===== src/rtl/calc_pkg.sv =====
// Shared display-bus definitions: digit codes, active-high segment patterns
// (index 0 = segment a ... index 6 = segment g) and capture FSM states.
package calc_pkg;

    localparam logic [3:0] DIG_MINUS = 4'hA;
    localparam logic [3:0] DIG_BLANK = 4'hF;

    localparam logic [0:6] SEG_0     = 7'b1111110;
    localparam logic [0:6] SEG_1     = 7'b0110000;
    localparam logic [0:6] SEG_2     = 7'b1101101;
    localparam logic [0:6] SEG_3     = 7'b1111001;
    localparam logic [0:6] SEG_4     = 7'b0110011;
    localparam logic [0:6] SEG_5     = 7'b1011011;
    localparam logic [0:6] SEG_6     = 7'b1011111;
    localparam logic [0:6] SEG_7     = 7'b1110000;
    localparam logic [0:6] SEG_8     = 7'b1111111;
    localparam logic [0:6] SEG_9     = 7'b1111011;
    localparam logic [0:6] SEG_MINUS = 7'b0000001;
    localparam logic [0:6] SEG_BLANK = 7'b0000000;

    typedef enum logic [1:0] {
        IDLE,
        SETTLE,
        HELD
    } state_t;

    function automatic logic [2:0] count_ones(input logic [0:3] v);
        logic [2:0] n;
        n = '0;
        for (int unsigned i = 0; i < 4; i++) begin
            n = n + {2'b00, v[i]};
        end
        return n;
    endfunction

endpackage


===== src/rtl/seg_scan_capture_if.sv =====
// Display bus (seg/dot/en) plus the published frame and error pulses.
interface seg_scan_capture_if;

    logic [0:6]  seg;
    logic        dot;
    logic [0:3]  en;
    logic [15:0] digits;
    logic [3:0]  dots;
    logic        frame_valid;
    logic        err_invalid;
    logic        err_multi;

    modport master (
        output seg, dot, en,
        input  digits, dots, frame_valid, err_invalid, err_multi
    );

    modport slave (
        input  seg, dot, en,
        output digits, dots, frame_valid, err_invalid, err_multi
    );

endinterface


===== src/rtl/seg7_decode.sv =====
// Active-high 7-segment pattern to digit code; inverse of the display encoder.
module seg7_decode
    import calc_pkg::*;
(
    input  logic [0:6] pattern,
    output logic       valid,
    output logic [3:0] code
);

    always_comb begin
        valid = 1'b1;
        code  = DIG_BLANK;
        case (pattern)
            SEG_0:     code = 4'h0;
            SEG_1:     code = 4'h1;
            SEG_2:     code = 4'h2;
            SEG_3:     code = 4'h3;
            SEG_4:     code = 4'h4;
            SEG_5:     code = 4'h5;
            SEG_6:     code = 4'h6;
            SEG_7:     code = 4'h7;
            SEG_8:     code = 4'h8;
            SEG_9:     code = 4'h9;
            SEG_MINUS: code = DIG_MINUS;
            SEG_BLANK: code = DIG_BLANK;
            default:   valid = 1'b0;
        endcase
    end

endmodule


===== src/rtl/seg_scan_capture.sv =====
// Samples the multiplexed display bus, waits for each anode window to settle,
// decodes the digit and publishes a complete four-digit frame atomically.
module seg_scan_capture
    import calc_pkg::*;
#(
    parameter int unsigned STABLE_CYCLES = 4,
    parameter bit          ACTIVE_LOW    = 1'b1
) (
    input  logic               clk,
    input  logic               rst_n,
    seg_scan_capture_if.slave  bus
);

    logic [0:6]  seg_snap_q, seg_snap_d, seg_prev_q;
    logic        dot_snap_q, dot_snap_d, dot_prev_q;
    logic [0:3]  en_snap_q, en_snap_d, en_prev_q;
    state_t      state_q, state_d;
    logic [7:0]  cnt_q, cnt_d;
    logic [15:0] shadow_q, shadow_d;
    logic [3:0]  shadow_dot_q, shadow_dot_d;
    logic [3:0]  seen_q, seen_d, seen_upd;
    logic [15:0] digits_q, digits_d;
    logic [3:0]  dots_q, dots_d;
    logic        frame_valid_q, frame_valid_d;
    logic        err_invalid_q, err_invalid_d;
    logic        err_multi_q, err_multi_d;

    logic        changed;
    logic [2:0]  n_en;
    logic [1:0]  pos;
    logic        dec_valid;
    logic [3:0]  dec_code;

    seg7_decode u_decode (
        .pattern (seg_snap_q),
        .valid   (dec_valid),
        .code    (dec_code)
    );

    always_comb begin
        seg_snap_d = ACTIVE_LOW ? ~bus.seg : bus.seg;
        dot_snap_d = ACTIVE_LOW ? ~bus.dot : bus.dot;
        en_snap_d  = ACTIVE_LOW ? ~bus.en  : bus.en;
    end

    always_comb begin
        changed = {seg_snap_q, dot_snap_q, en_snap_q} != {seg_prev_q, dot_prev_q, en_prev_q};
        n_en    = count_ones(en_snap_q);
        pos     = '0;
        for (int unsigned i = 0; i < 4; i++) begin
            if (en_snap_q[i]) pos = 2'(i);
        end
    end

    always_comb begin
        state_d       = state_q;
        cnt_d         = cnt_q;
        shadow_d      = shadow_q;
        shadow_dot_d  = shadow_dot_q;
        seen_d        = seen_q;
        seen_upd      = seen_q;
        digits_d      = digits_q;
        dots_d        = dots_q;
        frame_valid_d = 1'b0;
        err_invalid_d = 1'b0;
        err_multi_d   = 1'b0;

        if (changed) begin
            cnt_d = '0;
            if (n_en == 3'd1) begin
                state_d = SETTLE;
            end else begin
                state_d     = IDLE;
                err_multi_d = (n_en > 3'd1);
            end
        end else if (state_q == SETTLE) begin
            if (cnt_q == 8'(STABLE_CYCLES - 1)) begin
                state_d = HELD;
                if (dec_valid) begin
                    shadow_d[{pos, 2'b00} +: 4] = dec_code;
                    shadow_dot_d[pos]           = dot_snap_q;
                    seen_upd[pos]               = 1'b1;
                    // Publish from the updated shadow so the final capture lands in this frame.
                    if (&seen_upd) begin
                        digits_d      = shadow_d;
                        dots_d        = shadow_dot_d;
                        frame_valid_d = 1'b1;
                        seen_d        = '0;
                    end else begin
                        seen_d = seen_upd;
                    end
                end else begin
                    err_invalid_d = 1'b1;
                end
            end else begin
                cnt_d = cnt_q + 8'd1;
            end
        end
    end

    always_ff @(posedge clk or negedge rst_n) begin
        if (!rst_n) begin
            seg_snap_q    <= '0;
            dot_snap_q    <= 1'b0;
            en_snap_q     <= '0;
            seg_prev_q    <= '0;
            dot_prev_q    <= 1'b0;
            en_prev_q     <= '0;
            state_q       <= IDLE;
            cnt_q         <= '0;
            shadow_q      <= '0;
            shadow_dot_q  <= '0;
            seen_q        <= '0;
            digits_q      <= '1;
            dots_q        <= '0;
            frame_valid_q <= 1'b0;
            err_invalid_q <= 1'b0;
            err_multi_q   <= 1'b0;
        end else begin
            seg_snap_q    <= seg_snap_d;
            dot_snap_q    <= dot_snap_d;
            en_snap_q     <= en_snap_d;
            seg_prev_q    <= seg_snap_q;
            dot_prev_q    <= dot_snap_q;
            en_prev_q     <= en_snap_q;
            state_q       <= state_d;
            cnt_q         <= cnt_d;
            shadow_q      <= shadow_d;
            shadow_dot_q  <= shadow_dot_d;
            seen_q        <= seen_d;
            digits_q      <= digits_d;
            dots_q        <= dots_d;
            frame_valid_q <= frame_valid_d;
            err_invalid_q <= err_invalid_d;
            err_multi_q   <= err_multi_d;
        end
    end

    assign bus.digits      = digits_q;
    assign bus.dots        = dots_q;
    assign bus.frame_valid = frame_valid_q;
    assign bus.err_invalid = err_invalid_q;
    assign bus.err_multi   = err_multi_q;

endmodule


===== src/flat_wrapper.sv =====
// flat-port wrapper written by rule: the top's interface ports become plain ports
module seg_scan_capture_flat import calc_pkg::*;
#(
    parameter int unsigned STABLE_CYCLES = 4,
    parameter bit          ACTIVE_LOW    = 1'b1
)
  (clk, rst_n, bus_seg, bus_dot, bus_en, bus_digits, bus_dots, bus_frame_valid, bus_err_invalid, bus_err_multi);
  seg_scan_capture_if bus_i ();
  input  logic clk;
  input  logic rst_n;
  input wire logic [$bits(bus_i.seg)-1:0] bus_seg;
  input wire logic [$bits(bus_i.dot)-1:0] bus_dot;
  input wire logic [$bits(bus_i.en)-1:0] bus_en;
  output wire logic [$bits(bus_i.digits)-1:0] bus_digits;
  output wire logic [$bits(bus_i.dots)-1:0] bus_dots;
  output wire logic [$bits(bus_i.frame_valid)-1:0] bus_frame_valid;
  output wire logic [$bits(bus_i.err_invalid)-1:0] bus_err_invalid;
  output wire logic [$bits(bus_i.err_multi)-1:0] bus_err_multi;
  assign bus_i.seg = bus_seg;
  assign bus_i.dot = bus_dot;
  assign bus_i.en = bus_en;
  assign bus_digits = bus_i.digits;
  assign bus_dots = bus_i.dots;
  assign bus_frame_valid = bus_i.frame_valid;
  assign bus_err_invalid = bus_i.err_invalid;
  assign bus_err_multi = bus_i.err_multi;
  seg_scan_capture #(.STABLE_CYCLES(STABLE_CYCLES), .ACTIVE_LOW(ACTIVE_LOW)) u_core (.clk(clk), .rst_n(rst_n), .bus(bus_i));
endmodule

===== config.mk =====
export PLATFORM = sky130hd
export DESIGN_NAME = seg_scan_capture_flat
export DESIGN_NICKNAME = d
export VERILOG_FILES = /design/src/rtl/calc_pkg.sv /design/src/rtl/seg_scan_capture_if.sv /design/src/rtl/seg7_decode.sv /design/src/rtl/seg_scan_capture.sv /design/src/flat_wrapper.sv
export SDC_FILE = /design/constraint.sdc
export NUM_CORES = 1
export LEC_CHECK = 0
export CAP_MARGIN = 10
export CORE_UTILIZATION = 29
export CTS_BUF_LIST = sky130_fd_sc_hd__clkbuf_8
export DETAILED_ROUTE_END_ITERATION = 12
export PLACE_DENSITY_LB_ADDON = 0.3
export RECOVER_POWER = 25
export SYNTH_ARGS = -nofsm -noshare
export SYNTH_HDL_FRONTEND = slang
export SYNTH_SLANG_ARGS = --single-unit

===== constraint.sdc =====
create_clock -name clk -period 4.2 [get_ports clk]
set_input_delay 0.63 -clock clk [delete_from_list [all_inputs] [get_ports clk]]
set_output_delay 0.63 -clock clk [all_outputs]
set_load 0.03 [all_outputs]

==> results of run 1 <==
==> flip-flops by register name (all words and copies together), names as in the netlist, 7 cells and up <==
name / cells
u_core.bus.digits: 16
u_core.shadow_q: 16
u_core.seg_snap_q: 7
u_core.seg_prev_q: 7
u_core.cnt_q: 8
==> metrics by stage <==
step / cell area [um^2] / setup slack (ns) / util [%] / std cells / total power [mW]
final: 4778 / 0.9938 / 35.52 / 564 / 1.583
after global routing: 4778 / 0.6814 / 35.52 / 564 / 1.656
after CTS: 4781 / 0.9844 / 35.54 / 564 / 1.612
after detailed placement: 4553 / 1.004 / 33.84 / 548 / 0.9490
after global placement: 4553 / 1.079 / 33.84 / 548 / 0.9469
after floorplan: 4075 / 1.864 / - / 351 / 0.9000
==> final timing paths <==
path,from,endpoint,slack (ns),depth (start not counted)
worst min-delay path,u_core.en_snap_q[0],u_core.en_prev_q[0],0.44,0
max in group asynchronous,rst_n,u_core.dot_snap_q,2.18,1
worst min register to register,u_core.en_snap_q[0],u_core.en_prev_q[0],0.44,0
worst max-delay path,u_core.seg_snap_q[4],u_core.bus.digits[9],0.99,6
worst max register to register,u_core.seg_snap_q[4],u_core.bus.digits[9],0.99,6
min in group asynchronous,rst_n,u_core.cnt_q[7],0.80,1
==> report_power, final <==
| part | internal (mW) | switching, mW |
|---|---|---|
| Combinational | 0.0458 | 0.0713 |
| Sequential | 0.794 | 0.0188 |
| Clock | 0.353 | 0.300 |
| Total | 1.19 | 0.390 |
==> final cells by class <==
cell class	instances	area [um^2]	area share (%)
Sequential cell	81	2047	42.84
Multi-Input combinational cell	214	1767	36.97
Timing Repair Buffer	38	370.4	7.751
Tap cell	176	220.2	4.609
Inverter	39	146.4	3.064
Clock buffer	10	137.6	2.880
Clock inverter	6	90.09	1.885
==> layout by cell type, fill, tap and decap left out, drive strengths merged, types with 2 or more instances in the layout <==
master | netlist | layout
nand4 | 5 | 5
nor2b | 4 | 4
o21ai | 6 | 6
dfrtp | 65 | 65
nor3 | 5 | 5
a31oi | 3 | 3
ha | 12 | 12
clkbuf | 4 | 11
o22a | 2 | 2
o2111a | 3 | 3
nor2 | 12 | 12
nand3 | 8 | 8
o211ai | 13 | 13
xor2 | 6 | 6
a21oi | 14 | 14
nor4b | 2 | 2
clkdlybuf4s50 | 0 | 23
nor3b | 2 | 2
a22o | 4 | 4
mux2 | 20 | 20
xnor2 | 13 | 13
or3 | 2 | 2
nand2 | 8 | 8
inv | 39 | 40
nor4 | 9 | 9
o21a | 3 | 3
a32o | 8 | 8
dfstp | 16 | 16
buf | 13 | 2
and4 | 2 | 2
mux2i | 9 | 9
bufinv | 0 | 2
a211o | 2 | 2
clkinv | 0 | 2
and3 | 5 | 5
dlygate4sd3 | 0 | 12
o2bb2ai | 20 | 20
==> per-layer routing <==
metal	routed length [um]	vias up	part of all wire [%]
li1	-	1339	-
met1	4114	1391	47
met2	4064	56	47
met3	419	15	4.8
met4	130	0	1.5
met5	0	-	0
==> Yosys cell counts, types with 2 or more instances <==
cell and instances:
buf_6 3, nor3_1 5, nor4_1 7, nand2_1 8, a21oi_1 13, and3_1 5, o2bb2ai_1 20, or3_1 2
a32o_1 8, nor3b_1 2, o22a_1 2, o21a_1 3, dfstp_2 16, inv_1 39, nor4b_1 2, a22o_1 4
nand3_1 8, ha_1 12, mux2_4 8, mux2_2 12, xor2_1 6, nand4_1 5, xnor2_1 13, buf_2 7
a31oi_1 3, o21ai_0 4, o21ai_1 2, nor2_1 12, mux2i_1 9, nor2b_1 4, o2111a_1 3, o211ai_1 13
clkbuf_1 4, dfrtp_1 65
==> worst reg2reg max path, stage by stage (launching register included) <==
cell	delay, ns
dfrtp_1	0.50
or3_1	0.47
nor3_1	0.23
o21a_1	0.49
o2111a_1	0.76
buf_4	0.37
mux2_4	0.32
==> logic make-up after synthesis <==
logic type | Yosys count | synth area share, %
AOI/OAI and AO/OA | 83 | 16.18
xor gates and xnor gates | 19 | 4.084
adders and majority gates | 13 | 4.176
buffers and inverters | 56 | 6.417
DFF | 81 | 50.23
muxes | 29 | 8.474
and+or+nand+nor | 70 | 10.44
==> reports/metrics.cfg, run 1 <==
[synthesis]
syn_nets=378
yosys.area.top_type=dfrtp_1
yosys.cell_types.count=56
synth.avg_cell_area_um2=11.61
ys_warn_count=0
yosysTopAreaCellShare_pct=39.91
synth_area_leaders=dfrtp_1, dfstp_2, o2bb2ai_1
synth_seq_area_share_pct=50.23
syn_inst=351
synth_ff_type=dfrtp_1
async_reset_ff_share_pct=100.0
synth_edf_count=0
syn-cell-area_um2=4075
ys_seq_elements=81

[clocking]
clk_latency_ns=0.37
numCtsBuffers=9
postCtsSetupBuffers=0
cts_tree=yes
path_clk_slew_ns=0.08
cts.sinks=81
postCtsHoldBufs=0
cts_htree_levels=3
clk_path_buf_depth=2
cts_resized=0
cts-root-buf=clkbuf_8

[grt]
met3_usage_pct=4.009
grt_use_total_pct=13.01
grt_max_degree=82
antenna_found_initial=0
grt_pass1_vias=2859
grt_pass1_wl_um=14560
busiest_layer=met2
met1_usage_pct=16.84
met2_usage_pct=20.44
overflow=0

[sta]
relSlewSlack_pct=-33.64
hold_viol=0
finClkSkew_ns=0.01118
max_freq_mhz=311.9
setup_viol=0
setup-tns-final_ns=0
rsz0062_at_grt=no
slew_violations=82
period_needed_ns=3.206
hold_ws_ns=0.4396
finalCritPeriodShare_pct=76.34
worst_pin_slew_ns=2.005

[power]
ir_drop_uv=115.3
p_leak_nw=2.005
p_per_area_nw_per_um2=331.3

[critical_path]
end_kind=flip-flop
cp_max_fo=15
crit_buf_inv=1
path_cells=or3_1 -> nor3_1 -> o21a_1 -> o2111a_1 -> buf_4 -> mux2_4
cp.arrival_ns=3.50
critical_path.slowest_cell=o2111a_1
worstSetupStartpointType=flip-flop
critical_path_required_ns=4.50
worstSetupPathType=flip-flop to flip-flop
max_stage_delay_ns=0.76
cp_top_family=compound AO/OA/AOI/OAI gates

[floorplanning]
start_util_pct=30.29
core_region_area_um2=13450
die_h_um=120.5
pin_count=37
rows=42
die_w_um=120.5
die-area_um2=14530

[final_layout]
diodes=0
nFillCells=1376
areaGrowthSynthToFinish_pct=17.26
drive_gt1_share_pct=15.98
nets=410

[placed_design]
io_buffers=36
gp_congestion=0.8173
dp_hpwl_um=6053

[route]
vias_per_cell=4.966
antenna_left=0
wire_per_inst_um=15.48
drt-pass1-iter-count=4
drc=0
route.vias.total=2801
dr.first_iter.drc_count=134
wirelength_um=8729

[job]
cap_violations=1

[hold_path]
min_path_type=flip-flop to flip-flop

[run_status]
outcome=finished, violations left
failed_checks=capacitance limit, slew limit

(Power assumes the default switching activity.)
==> run 2: changes to the inputs <==
- clock period: 4.2 -> 2.95 ns (I/O delays scaled with it)
==> reports/metrics.cfg, run 2 (synthesis results as in run 1) <==
[critical_path]
worstSetupStartpointType=flip-flop
end_kind=flip-flop
worstSetupPathType=flip-flop to flip-flop
critical_path.slowest_cell=dfrtp_1
crit_buf_inv=1  ; unchanged
cp_top_family=compound AO/OA/AOI/OAI gates
path_cells=or4b_4 -> a21oi_4 -> a211o_4 -> o2111a_1 -> buf_12 -> mux2_4
cp_max_fo=19  ; +4
max_stage_delay_ns=0.60  ; -0.16 ns
reg2reg_slack_ns=0.39  ; -0.60 ns
critical_path_required_ns=3.21  ; -1.29 ns
cp.arrival_ns=2.81  ; -0.69 ns

[final_layout]
multi_input_area_um2=1767  ; unchanged
nFillCells=1381  ; +0.36%
register_area_um2=2047  ; unchanged
finalNonFillerCells=570  ; +1.1%
final_common_cell=dfrtp_1
areaGrowthSynthToFinish_pct=17.13
drive_gt1_share_pct=16.50  ; +0.52 points
stdcell_area_um2=4773  ; -0.10%
mostFrequentLayoutCells=dfrtp_1, inv_1, clkdlybuf4s50_1
nets=416  ; +1.5%
diodes=0  ; unchanged

[clocking]
cts-root-buf=clkbuf_8
cts_htree_levels=3  ; unchanged
postCtsHoldBufs=0  ; unchanged
cts_tree=yes
clk_path_buf_depth=2  ; unchanged
postCtsSetupBuffers=0  ; unchanged
path_clk_slew_ns=0.09  ; about the same
cts_resized=0  ; unchanged
cts.sinks=81  ; unchanged
numCtsBuffers=9  ; unchanged
clk_latency_ns=0.36  ; about the same

[sta]
slew_violations=82  ; unchanged
setup-tns-final_ns=0  ; unchanged
finalCritPeriodShare_pct=86.71  ; +10 points
worst_pin_slew_ns=2.023  ; +0.01806 ns
rsz0062_at_grt=no
finClkSkew_ns=0.01004  ; -0.001134 ns
setup_ws_ns=0.3920  ; -0.6018 ns
max_freq_mhz=390.9  ; +25%
setup_viol=0  ; unchanged
relSlewSlack_pct=-34.84  ; -1.2 points
hold_viol=0  ; unchanged
period_needed_ns=2.558  ; -0.6482 ns

[floorplanning]
core_region_area_um2=13450  ; unchanged
rows=42  ; unchanged
die-area_um2=14530  ; unchanged
pin_count=37  ; unchanged
die_w_um=120.5  ; unchanged
die_h_um=120.5  ; unchanged
start_util_pct=30.29  ; unchanged

[grt]
overflow=0  ; unchanged
grt_pass1_vias=2941  ; +2.9%
antenna_found_initial=0  ; unchanged
grt_max_degree=82  ; unchanged
grt_use_total_pct=13.48  ; +0.47 points
grt_pass1_wl_um=15070  ; +3.5%

[route]
route.met3.wl_um=422  ; +0.72%
dr.first_iter.drc_count=153  ; +14%
wl_met2_um=4107  ; +1.1%
drc=0  ; unchanged
met1_length_um=4371  ; +6.2%
drt-pass1-iter-count=4  ; unchanged
wirelength_um=9046  ; +3.6%
route.vias.total=2788  ; -0.46%
antenna_left=0  ; unchanged
vias_per_cell=4.891  ; -1.5%
routed.top_layer=met4
wire_per_inst_um=15.87  ; +2.5%

[placed_design]
placed_area_um2=4611  ; +1.3%
dp_cells=554  ; +1.1%
dp_hpwl_um=6245  ; +3.2%
io_buffers=36  ; unchanged
pre_cts_slack_ns=0.4280  ; -0.5758 ns
gp_congestion=0.8281  ; +1.3%

[hold_path]
min_path_type=flip-flop to flip-flop

[run_status]
failed_checks=capacitance limit, slew limit
outcome=finished, violations left

[power]
p_leak_nw=2.009  ; +0.18%
p_per_area_nw_per_um2=429.2  ; +30%
ir_drop_uv=176.9  ; +53%

[job]
cap_violations=1  ; unchanged

## run 2: cell count changes in the layout (fill, tap and decap cells not counted), sizes merged
cell	before	now
inv	40	42
clkinv	2	0
clkinvlp	1	4
buf	2	8
clkbuf	11	10
bufinv	2	0
## run 2: per-layer routing
layer  track usage (%)  vias to the layer above
met2             20.47                       60
met1             18.01                     1376
met5                 0                        -
met4             5.093                        0
met3             4.057                       10
li1                  -                     1342
## run 2: worst paths after layout
path,startpoint,to,cells past startpoint
setup / recovery,u_core.seg_snap_q[1],u_core.bus.dots[0],6
hold / removal,u_core.en_snap_q[0],u_core.en_prev_q[0],0
setup reg to reg,u_core.seg_snap_q[1],u_core.bus.dots[0],6
hold reg to reg,u_core.en_snap_q[0],u_core.en_prev_q[0],0
max in group asynchronous,rst_n,u_core.shadow_q[14],1
min in group asynchronous,rst_n,u_core.cnt_q[6],1
## run 2: where the power goes
group / total, mW / internal [mW] / switching [mW]
sequential: 1.16 / 1.13 / 0.0274
combinational: 0.171 / 0.0669 / 0.104
clock: 0.720 / 0.296 / 0.424
## run 2: per-stage QoR
step / power [mW] / utilization, % / hold WS (ns)
after global routing: 2.142 / 35.48 / 0.4834
after CTS: 2.079 / 35.50 / 0.2894
final: 2.049 / 35.48 / 0.4489
after global placement: 1.351 / 34.27 / 0.4420
after floorplan: 1.281 / - / 0.1469
after detailed placement: 1.355 / 34.27 / 0.4402
## run 2: cell type report
type | instances | area share, %
clock buffers | 9 | 2.595
repair buffers | 44 | 8.965
inverters | 39 | 3.067
flip-flops and latches | 81 | 42.88
well taps | 176 | 4.613
multi-input cells | 214 | 37.01
clock inverters | 7 | 0.8650
==> run 3: changes to the inputs <==
- SKIP_CTS_REPAIR_TIMING: not set -> 1
==> results of run 3 <==
Final layout, timing and power as in run 2 (identical DEF).
